$ cat config.mk
export PLATFORM = sky130hd
export DESIGN_NAME = multicycle_control
export DESIGN_NICKNAME = d
export VERILOG_FILES = /design/src/rtl/multicycle_control.sv
export SDC_FILE = /design/constraint.sdc
export NUM_CORES = 1
export LEC_CHECK = 0
export BUFFER_PORTS_ARGS = -buffer_cell sky130_fd_sc_hd__buf_2
export CORE_UTILIZATION = 25
export CTS_CLUSTER_DIAMETER = 80
export CTS_CLUSTER_SIZE = 8
export DETAILED_ROUTE_END_ITERATION = 7
export GPL_TIMING_DRIVEN = 0
export PLACE_DENSITY = 0.6
export REMOVE_ABC_BUFFERS = 1
export SLEW_MARGIN = 0
export SYNTH_ARGS = -nofsm -noshare
export SYNTH_HDL_FRONTEND = slang
export SYNTH_SLANG_ARGS = --single-unit
$ cat constraint.sdc
create_clock -name Clk -period 3.14 [get_ports Clk]
set_clock_uncertainty 0.05 [all_clocks]
set_input_delay 0.314 -clock Clk [delete_from_list [all_inputs] [get_ports Clk]]
set_output_delay 0.314 -clock Clk [all_outputs]
set_load 0.05 [all_outputs]
$ cat src/rtl/multicycle_control.sv
// Multi-cycle control unit: latches the opcode and sequences FETCH/DECODE/EXEC/MEM/WB.
// Define PERF_CNT_EN to build the retired-instruction counter behind InstrCount.
module multicycle_control #(
    parameter int OPW    = 4,
    parameter int ALUOPW = 3,
    parameter int CNTW   = 16
) (
    input  logic              Clk,
    input  logic              Reset,
    input  logic              Start,
    input  logic [OPW-1:0]    Instr,
    input  logic              Zero,
    input  logic              MemAck,
    output logic              IRWrite,
    output logic              PCWrite,
    output logic              PCSrc,
    output logic              RegWrite,
    output logic              MemRead,
    output logic              MemWrite,
    output logic              MemtoReg,
    output logic              ALUSrc,
    output logic [ALUOPW-1:0] ALUOp,
    output logic              Busy,
    output logic              Done,
    output logic [CNTW-1:0]   InstrCount
);

    typedef enum logic [2:0] {
        ST_IDLE   = 3'd0,
        ST_FETCH  = 3'd1,
        ST_DECODE = 3'd2,
        ST_EXEC   = 3'd3,
        ST_MEM    = 3'd4,
        ST_WB     = 3'd5,
        ST_HALTED = 3'd6
    } state_t;

    localparam logic [OPW-1:0] OP_STORE = OPW'(0);
    localparam logic [OPW-1:0] OP_ADD   = OPW'(1);
    localparam logic [OPW-1:0] OP_LOAD  = OPW'(2);
    localparam logic [OPW-1:0] OP_SUB   = OPW'(3);
    localparam logic [OPW-1:0] OP_AND   = OPW'(4);
    localparam logic [OPW-1:0] OP_OR    = OPW'(5);
    localparam logic [OPW-1:0] OP_ADDI  = OPW'(6);
    localparam logic [OPW-1:0] OP_BEQZ  = OPW'(7);
    localparam logic [OPW-1:0] OP_HALT  = '1;

    localparam logic [ALUOPW-1:0] ALU_ADD  = ALUOPW'(0);
    localparam logic [ALUOPW-1:0] ALU_SUB  = ALUOPW'(1);
    localparam logic [ALUOPW-1:0] ALU_AND  = ALUOPW'(2);
    localparam logic [ALUOPW-1:0] ALU_OR   = ALUOPW'(3);
    localparam logic [ALUOPW-1:0] ALU_PASS = '1;

    state_t         r_state;
    state_t         w_next_state;
    logic [OPW-1:0] r_op;

    logic w_is_store;
    logic w_is_load;
    logic w_is_alu;
    logic w_is_addi;
    logic w_is_beqz;
    logic w_is_halt;
    logic w_is_mem;

    // Opcode classification of the latched instruction; anything unlisted behaves as NOP.
    always_comb begin
        w_is_store = (r_op == OP_STORE);
        w_is_load  = (r_op == OP_LOAD);
        w_is_addi  = (r_op == OP_ADDI);
        w_is_alu   = (r_op == OP_ADD) || (r_op == OP_SUB) || (r_op == OP_AND) ||
                     (r_op == OP_OR)  || w_is_addi;
        w_is_beqz  = (r_op == OP_BEQZ);
        w_is_halt  = (r_op == OP_HALT);
        w_is_mem   = w_is_store || w_is_load;
    end

    always_ff @(posedge Clk or negedge Reset) begin
        if (!Reset) begin
            r_state <= ST_IDLE;
        end else begin
            r_state <= w_next_state;
        end
    end

    always_ff @(posedge Clk or negedge Reset) begin
        if (!Reset) begin
            r_op <= '0;
        end else if (r_state == ST_FETCH) begin
            r_op <= Instr;
        end
    end

    always_comb begin
        w_next_state = r_state;
        unique case (r_state)
            ST_IDLE: begin
                if (Start) w_next_state = ST_FETCH;
            end
            ST_FETCH: begin
                w_next_state = ST_DECODE;
            end
            ST_DECODE: begin
                w_next_state = w_is_halt ? ST_HALTED : ST_EXEC;
            end
            ST_EXEC: begin
                if (w_is_alu) begin
                    w_next_state = ST_WB;
                end else if (w_is_mem) begin
                    w_next_state = ST_MEM;
                end else begin
                    w_next_state = ST_FETCH;
                end
            end
            ST_MEM: begin
                // No timeout: the data memory may stretch the access indefinitely.
                if (MemAck) w_next_state = w_is_load ? ST_WB : ST_FETCH;
            end
            ST_WB: begin
                w_next_state = ST_FETCH;
            end
            ST_HALTED: begin
                if (Start) w_next_state = ST_FETCH;
            end
            default: begin
                w_next_state = ST_IDLE;
            end
        endcase
    end

    always_comb begin
        IRWrite  = 1'b0;
        PCWrite  = 1'b0;
        PCSrc    = 1'b0;
        RegWrite = 1'b0;
        MemRead  = 1'b0;
        MemWrite = 1'b0;
        MemtoReg = 1'b0;
        ALUSrc   = 1'b0;
        ALUOp    = ALU_PASS;
        Busy     = 1'b0;
        Done     = 1'b0;
        unique case (r_state)
            ST_IDLE: begin
            end
            ST_FETCH: begin
                Busy    = 1'b1;
                IRWrite = 1'b1;
            end
            ST_DECODE: begin
                Busy = 1'b1;
            end
            ST_EXEC: begin
                Busy = 1'b1;
                if (w_is_mem) begin
                    ALUOp  = ALU_ADD;
                    ALUSrc = 1'b1;
                end else if (w_is_alu) begin
                    ALUSrc = w_is_addi;
                    if (r_op == OP_SUB) begin
                        ALUOp = ALU_SUB;
                    end else if (r_op == OP_AND) begin
                        ALUOp = ALU_AND;
                    end else if (r_op == OP_OR) begin
                        ALUOp = ALU_OR;
                    end else begin
                        ALUOp = ALU_ADD;
                    end
                end else begin
                    // BEQZ and NOP retire here; only a taken BEQZ selects the branch target.
                    PCWrite = 1'b1;
                    PCSrc   = w_is_beqz & Zero;
                end
            end
            ST_MEM: begin
                Busy     = 1'b1;
                MemRead  = w_is_load;
                MemWrite = w_is_store;
                PCWrite  = w_is_store & MemAck;
            end
            ST_WB: begin
                Busy     = 1'b1;
                RegWrite = 1'b1;
                MemtoReg = w_is_load;
                PCWrite  = 1'b1;
            end
            ST_HALTED: begin
                Done = 1'b1;
            end
            default: begin
            end
        endcase
    end

`ifdef PERF_CNT_EN
    logic [CNTW-1:0] r_instr_cnt;

    always_ff @(posedge Clk or negedge Reset) begin
        if (!Reset) begin
            r_instr_cnt <= '0;
        end else if (PCWrite) begin
            r_instr_cnt <= r_instr_cnt + CNTW'(1);
        end
    end

    assign InstrCount = r_instr_cnt;
`else
    assign InstrCount = '0;
`endif

endmodule

Yosys cells after proc, flatten, opt, wreduce, memory -nomap -nowiden
Index checks and enable logic that the tools add are counted.
- bits in registers: 7
- latch bits: 0
- bits in writable memories: 0
- ROM bits: 0
- input port bits: 9
- output and inout port bits: 29
- word-level logic and storage cells: 59
- memories kept: 0
- add/sub/neg operators: 0
- $mul: 0
- divide/modulo/power cells: 0
- magnitude comparators: 0
- equal/unequal tests: 16
- shifts and indexed selects: 0
- mux-type cells: 29
- bitwise logic cells: 2
- reductions and logical operators: 10
- operators by type and width (operator ; count):
    $mux W3 ; 9
    $pmux W3 S6 ; 1
    $eq A4 B3 Y1 const B ; 4
    $mux W1 ; 15
    $eq A3 B3 Y1 const B ; 3
    $eq A4 B2 Y1 const B ; 2
    $eq A3 B2 Y1 const B ; 2
    $mux W2 ; 3
    $logic_or A1 B1 Y1 ; 5
    $reduce_or A5 Y1 ; 1
    $eq A4 B1 Y1 const B ; 1
    $eq A4 B4 Y1 const B ; 1
    $logic_not A4 Y1 ; 1
    $eq A3 B1 Y1 const B ; 1
    $logic_not A3 Y1 ; 1
    $pmux W1 S3 ; 1
    $and A1 B1 Y1 ; 2
    $ne A2 B1 Y1 const B ; 1
    $ne A2 B2 Y1 const B ; 1
    $reduce_and A2 Y1 ; 1
    $reduce_or A2 Y1 ; 1

Longest topological paths before layout
Gate-level depths: netlist of run 1.
- word-level depth: 8
- depth in mapped cells: 5
- mapped depth without buffers: 3

Worst setup path before layout of run 1
No wires, ideal clock.
- path kind: register to output
- start point: register r_op[0]
- end point: output PCWrite
- arrival time: 2.304 ns
- required time: 2.776 ns
- path slack: 0.472 ns
- cell stages (with the launch flop): 4
- buffers on the path: 0
- cell sequence: dfrtp_1 -> or3_1 -> nor4_2 -> a211o_1
- longest elaborated chain between the ends: 8
- elaborated cells between the ends (all ways): 16
- those cells by class: eq/ne (6); mux (3); bitwise (1); reduce/logical (6)
- RTL lines (what ; RTL line ; source):
    start, declared ; 56 ; logic [OPW-1:0] r_op;
    start signal, assigned ; 90 ; r_op <= Instr;
    $eq A4 B1 Y1 or $eq A4 B2 Y1 (tied branches) ; 71 ; w_is_alu = (r_op == OP_ADD) || (r_op == OP_SUB) || (r_op == OP_AND) ||
    $logic_or A1 B1 Y1 (3 in series) ; 71 ;
    $logic_or A1 B1 Y1 ; 72 ; (r_op == OP_OR) || w_is_addi;
    $mux W1 ; 158 ; end else if (w_is_alu) begin
    $mux W1 ; 155 ; if (w_is_mem) begin
    $pmux W1 S3 (*) ; 143 ; unique case (r_state)
    end, declared ; 15 ; output logic PCWrite,
Every way passes the cells marked *; elsewhere a longest branch is shown, timed or not.

Worst setup path in the final report of run 1
Same ends and word-level chain as after synthesis.

==> reports/qor.csv, run 1 <==
stage;metric;value;unit
logic_synthesis;synth_xor_area_share;1.373;%
floorplanning;rows;17;
critical_path;r2r_cells;3;
floorplanning;fp.dieW;52.52;um
timing;period_share;68.60;%
timing;rsz0062_at_grt;false;
timing;report.final.slew_viol_count;0;
cells_and_area;layout.nets;104;
place;gp_congestion;0.8326;
clocking;htree_levels;1;
logic_synthesis;ys_warn_count;0;
place;dp_hpwl;941.9;um
logic_synthesis;synth_area;638.1;um2
clocking;tritoncts;yes;
timing;clock.fmax;464.3;MHz
logic_synthesis;synth_flop_cell;dfrtp_1;
floorplanning;ios;38;
logic_synthesis;syn_inst;74;
min_path;hp-start;Instr[0];
logic_synthesis;synth_edf_count;0;
critical_path;rr_endpoint;r_state[2]$_DFFE_PN0P_;
clocking;cts_sinks;7;
cells_and_area;area_growth;14.31;%
clocking;cts-root-buf;clkbuf_4;
global_route;grt_max_degree;16;
global_route;grt_usage;9.107;%
critical_path;cp_max_fo;7;
critical_path;cp.arrival;1790;ps
global_route;antenna_found_initial;0;
routing;postRouteAntennaNets;0;
logic_synthesis;synth_area_leaders;dfrtp_1, buf_4, mux2_2;
critical_path;startpoint_type;flop;
power;p_leak;0.3671;nW
logic_synthesis;synthMuxAreaShare;8.627;%
logic_synthesis;synth_top_family_by_area;buffers and inverters;
routing;drc;0;
routing;via_per_inst;4.320;
logic_synthesis;synth_compound_area_share;14.71;%
logic_synthesis;async_flop_share;100.0;%
critical_path;critical_path_class;reg -> out;
routing;drtIter0Drc;10;
run_status;status;completed;
clocking;cts_buffers;3;
cells_and_area;final_cell_mix;buf_2, conb_1, dfrtp_1;
clocking;clockBufferDepth;2;
logic_synthesis;post-synth-top-area-cell;dfrtp_1;
floorplanning;core_area;2318;um2
floorplanning;die_area;2758;um2
routing;drtPass1Iterations;4;
logic_synthesis;synthAdderAreaFrac;0;%
cells_and_area;layout_commonest_cell;buf_2;
place;place_ws;1219;ps
flow_run;maxCapViolCount;0;
floorplanning;die_h;52.52;um
timing;setup_slack;986.1;ps
min_path;hold_end;r_op[0]$_DFFE_PN0P_;
global_route;grt_pass1_wl;1752;um
logic_synthesis;yosysSeqAreaShare;27.45;%
timing;tns;0;ps
cells_and_area;final_util;31.46;%
critical_path;r2r_setup_slack;1620;ps
global_route;grt_pass1_vias;429;
cells_and_area;drive_above_1_share;32.98;%
routing;vias;527;
floorplanning;start_util;27.52;%
routing;wl_per_cell;9.303;um
place;placement.io_buffers;21;
min_path;hp-class;in -> reg;
logic_synthesis;ys_ff_latch;7;
logic_synthesis;yosysUniqueCellTypes;33;
logic_synthesis;synth_top_area_share;27.45;%
logic_synthesis;yosys.area_share.simple;23.33;%
min_path;whs_path_depth;2;
timing;hold_violations;0;
timing;finalSetupViolCount;0;
power;ir_worst_vdd;0.3004;mV
clocking;clkTransAtPathRegs;50;ps
clocking;cts_setup_buffers;0;
critical_path;timing.rr.start;r_op[0]$_DFFE_PN0P_;
critical_path;required;2780;ps
critical_path;crit_path_end_kind;primary output;
timing;min_period;2154;ps
global_route;grt-ovfl-total;0;
power;powerDensity;1070;nW/um2
routing;drt_wl_total;1135;um
clocking;clock_latency;240;ps
logic_synthesis;syn_avg_cell_area;8.623;um2
cells_and_area;antenna_cells;0;
## cells in the mapped netlist (3+ instances only)
library cell	instances
buf_4	16
dfrtp_1	7
and3_1	5
mux2_2	4
clkbuf_1	3
nor2b_1	3
o21ai_0	3
## flip-flops by register name, indices dropped and copies added (netlist names)
register / flops
r_op: 4
r_state: 3
## final cells by class
cell class	instances	area (um2)
flip-flops and latches	7	175.2
well taps	28	35.03
fillers	244	1589
inverters	3	11.26
clock buffers	4	26.28
multi-input cells	58	366.6
repair buffers	22	115.1
## timing repair
item	in CTS	in global routing
resized for setup	0	0
endpoints found under the hold margin	7	0
hold buffers	1	0
## per-stage QoR
| stage | cells | cell area (um2) | power, W | hold slack, ps |
|---|---|---|---|---|
| after floorplan | 68 | 553.0 | 0.0006105 | -31.59 |
| after global placement | 117 | 693.2 | 0.0007024 | 99.20 |
| after detailed placement | 117 | 693.2 | 0.0007080 | 98.47 |
| after CTS | 122 | 729.5 | 0.0007873 | 250.5 |
| after global routing | 122 | 729.5 | 0.0008426 | 260.1 |
| final | 122 | 729.5 | 0.0007808 | 256.9 |
## where the power goes
part / leakage (nW) / total (W) / switching [W] / internal, W
registers: 0.0836 / 0.000229 / 0.0000933 / 0.000136
clock network: 0.0150 / 0.0000754 / 0.0000273 / 0.0000481
logic: 0.269 / 0.000476 / 0.000312 / 0.000164
total: 0.367 / 0.000781 / 0.000433 / 0.000348
## metal layers
| layer | GRT usage (%) | wire length [um] |
|---|---|---|
| met1 | 10.19 | 449 |
| met5 | 0 | 0 |
| met2 | 14.14 | 558 |
| met4 | 7.895 | 9 |
| met3 | 2.319 | 118 |
## critical path, cell delays in order, from the launching register on
cell and delay [ps]:
dfrtp_1 420, or3_1 420, nor4_2 280, a211o_1 180
buf_2 250
## how the worst max path moves through the flow
stage / end / slack, ps / start
after floorplan: PCWrite / 470 / r_op[0]$_DFFE_PN0P_
after global placement: PCWrite / 1250 / r_op[0]$_DFFE_PN0P_
after detailed placement: PCWrite / 1220 / r_op[0]$_DFFE_PN0P_
after CTS: PCWrite / 950 / r_op[0]$_DFFE_PN0P_
after global routing: PCWrite / 890 / r_op[0]$_DFFE_PN0P_
final: PCWrite / 990 / r_op[0]$_DFFE_PN0P_
## logic make-up (layout without fill, tap and decap cells)
logic type | after synthesis | count (layout)
AOI/OAI and AO/OA | 13 | 13
xor gates and xnor gates | 1 | 1
buffers and inverters | 24 | 29
DFF | 7 | 7
muxes | 5 | 5
other | 1 | 16
and+or+nand+nor | 23 | 23
No activity file was read; power rests on OpenSTA's default activity.
==> run 2: changes to the inputs <==
- PLACE_DENSITY: 0.6 -> 0.62
- clock period: 3.14 -> 1.8 ns (I/O delays scaled with it)
==> run 2 against run 1 <==
Non-clock buffer count grew 8. Critical path depth stayed put. Flip-flop and latch count did not move. Highest routed layer unchanged. Global-route usage grew 2.6 points. Largest cell class unchanged. Worst setup slack worse by 1000 ps. The flow now finishes with violations (negative setup slack). Register-to-register slack worse by 1400 ps. Final cell count rose by 6.6%.
==> reports/qor.csv, run 2 (synthesis gave the netlist of run 1 again) <==
stage;metric;value;unit;change
run_status;status;complete, but fails checks;;
run_status;failed_checks;negative setup slack;;
floorplanning;ios;38;;unchanged
cells_and_area;layout.nets;112;;+7.7%
power;p_leak;0.4168;nW;+14%
place;placement.io_buffers;21;;unchanged
clocking;clockBufferDepth;2;;unchanged
power;combPwrFrac;66.6;%;+5.6 points
global_route;antenna_found_initial;0;;unchanged
floorplanning;core_area;2318;um2;unchanged
power;power;0.001602;W;+110%
cells_and_area;area_growth;35.29;%;
power;p_switching;0.0008473;W;+96%
critical_path;timing.rr.start;r_op[2]$_DFFE_PN0P_;;
cells_and_area;antenna_cells;0;;unchanged
floorplanning;start_util;27.52;%;unchanged
timing;rsz0062_at_grt;true;;
place;place_ws;29.48;ps;-1190 ps
critical_path;required;1570;ps;-1210 ps
cells_and_area;final_cell_mix;conb_1, buf_2, buf_4;;
power;p_int;0.0007544;W;+120%
timing;min_period;1817;ps;
critical_path;cp.arrival;1590;ps;-200 ps
timing;hold_violations;0;;unchanged
power;swShare;52.90;%;-2.5 points
timing;report.final.slew_viol_count;0;;unchanged
min_path;hp-class;in -> reg;;
power;seqPwrFrac;25.2;%;-4.1 points
cells_and_area;largest_reg_flops;4;;unchanged
flow_run;maxCapViolCount;0;;unchanged
timing;setup_slack;-16.78;ps;-1003 ps
critical_path;r2r_setup_slack;240;ps;-1380 ps
global_route;grt_usage;11.69;%;+2.6 points
timing;clock.fmax;550.4;MHz;
clocking;tritoncts;yes;;
cells_and_area;fillers;243;;-0.41%
routing;drt_wl_total;1370;um;+21%
place;gp_congestion;0.8380;;+0.65%
place;dp_hpwl;952.6;um;+1.1%
clocking;clkTransAtPathRegs;50;ps;about the same
critical_path;crit_path_end_kind;primary output;;
timing;finalSetupViolCount;2;;+2
critical_path;critical_path_class;reg -> out;;
routing;vias;580;;+10%
floorplanning;rows;17;;unchanged
routing;via_per_inst;4.462;;+3.3%
critical_path;startpoint;r_op[0]$_DFFE_PN0P_;;
power;powerDensity;1855;nW/um2;+73%
power;ir_worst_vdd;0.5620;mV;+87%
floorplanning;fp.dieW;52.52;um;unchanged
critical_path;rr_endpoint;r_state[2]$_DFFE_PN0P_;;
timing;hold_ws;123.1;ps;-133.8 ps
global_route;grt_pass1_wl;2270;um;+30%
global_route;grt-ovfl-total;0;;unchanged
timing;period_share;100.9;%;
floorplanning;die_h;52.52;um;unchanged
cells_and_area;reg.largest.list;r_op (4), r_state (3);;
clocking;htree_levels;1;;unchanged
power;p_clk_share;8.2;%;-1.5 points
clocking;clock_latency;240;ps;about the same
floorplanning;die_area;2758;um2;unchanged
clocking;cts_sinks;7;;unchanged
cells_and_area;top_register;r_op;;
routing;drc;0;;unchanged
clocking;cts_buffers;3;;unchanged
clocking;cts-root-buf;clkbuf_4;;
critical_path;r2r_cells;3;;unchanged
global_route;grt_max_degree;16;;unchanged
cells_and_area;drive_above_1_share;48.04;%;+15 points
routing;wl_per_cell;10.54;um;+13%
routing;drtIter0Drc;10;;unchanged
routing;postRouteAntennaNets;0;;unchanged
routing;drtPass1Iterations;4;;unchanged
critical_path;cp-endpoint;PCWrite;;
critical_path;startpoint_type;flop;;
global_route;grt_pass1_vias;539;;+26%
critical_path;cp_max_fo;5;;-2
==> run 2: layout make-up <==
type                    count  area [um2]  share of cell area, %
multi-input cells          58       404.1                  46.81
repair buffers             30       206.4                  23.91
flip-flops and latches      7       180.2                  20.87
well taps                  28       35.03                  4.058
clock buffers               4       26.28                  3.043
inverters                   3       11.26                  1.304
==> run 2: power by group through the flow <==
stage	registers (W)	logic (W)	clock network (W)
floorplan	0.000363	0.000702	0
global placement	0.000394	0.000829	0
detailed placement	0.000402	0.000839	0
CTS	0.000389	0.00105	0.000141
global route	0.000423	0.00115	0.000144
finish	0.000404	0.00107	0.000132
==> run 2: worst min path at each step <==
stage                         from  cells past startpoint                endpoint  slack (ps)
after floorplan              Reset                      0     r_op[0]$_DFFE_PN0P_        -170
after global placement       Reset                      1  r_state[1]$_DFFE_PN0P_         -40
after detailed placement     Reset                      1  r_state[2]$_DFFE_PN0P_         -40
after CTS                 Instr[3]                      2     r_op[3]$_DFFE_PN0P_         110
after global routing      Instr[0]                      2     r_op[0]$_DFFE_PN0P_         130
final                     Instr[0]                      2     r_op[0]$_DFFE_PN0P_         120
==> run 2: routing by layer <==
metal / track usage [%] / part of all wire [%]
met3: 2.609 / 6.8
met4: 8.772 / 0.66
met5: 0 / 0
met2: 19.41 / 52
met1: 12.78 / 41
==> run 2: repair_timing <==
item | 4_1_cts | 5_1_grt
pin swaps | 4 | 0
hold endpoints to repair | 7 | 0
setup endpoints to repair | 6 | 6
buffers inserted | 7 | 1
hold buffers | 1 | 0
resized for setup | 18 | 6
==> run 2: through the flow <==
stage          TNS, ps  util, %  cell area (um2)  std cells
6_report        -28.61    37.24            863.3        130
5_1_grt         -272.1    37.24            863.3        130
4_1_cts         -11.53    36.32            842.1        129
3_5_place_dp         0    29.90            693.2        117
3_3_place_gp         0    29.90            693.2        117
2_1_floorplan    -1747        -            553.0         68
==> run 2: critical path, cell delays in order (launching register included) <==
cell and delay [ps]:
dfrtp_1 420, or3_4 420, nor4_4 170, a211o_1 180, buf_6 150
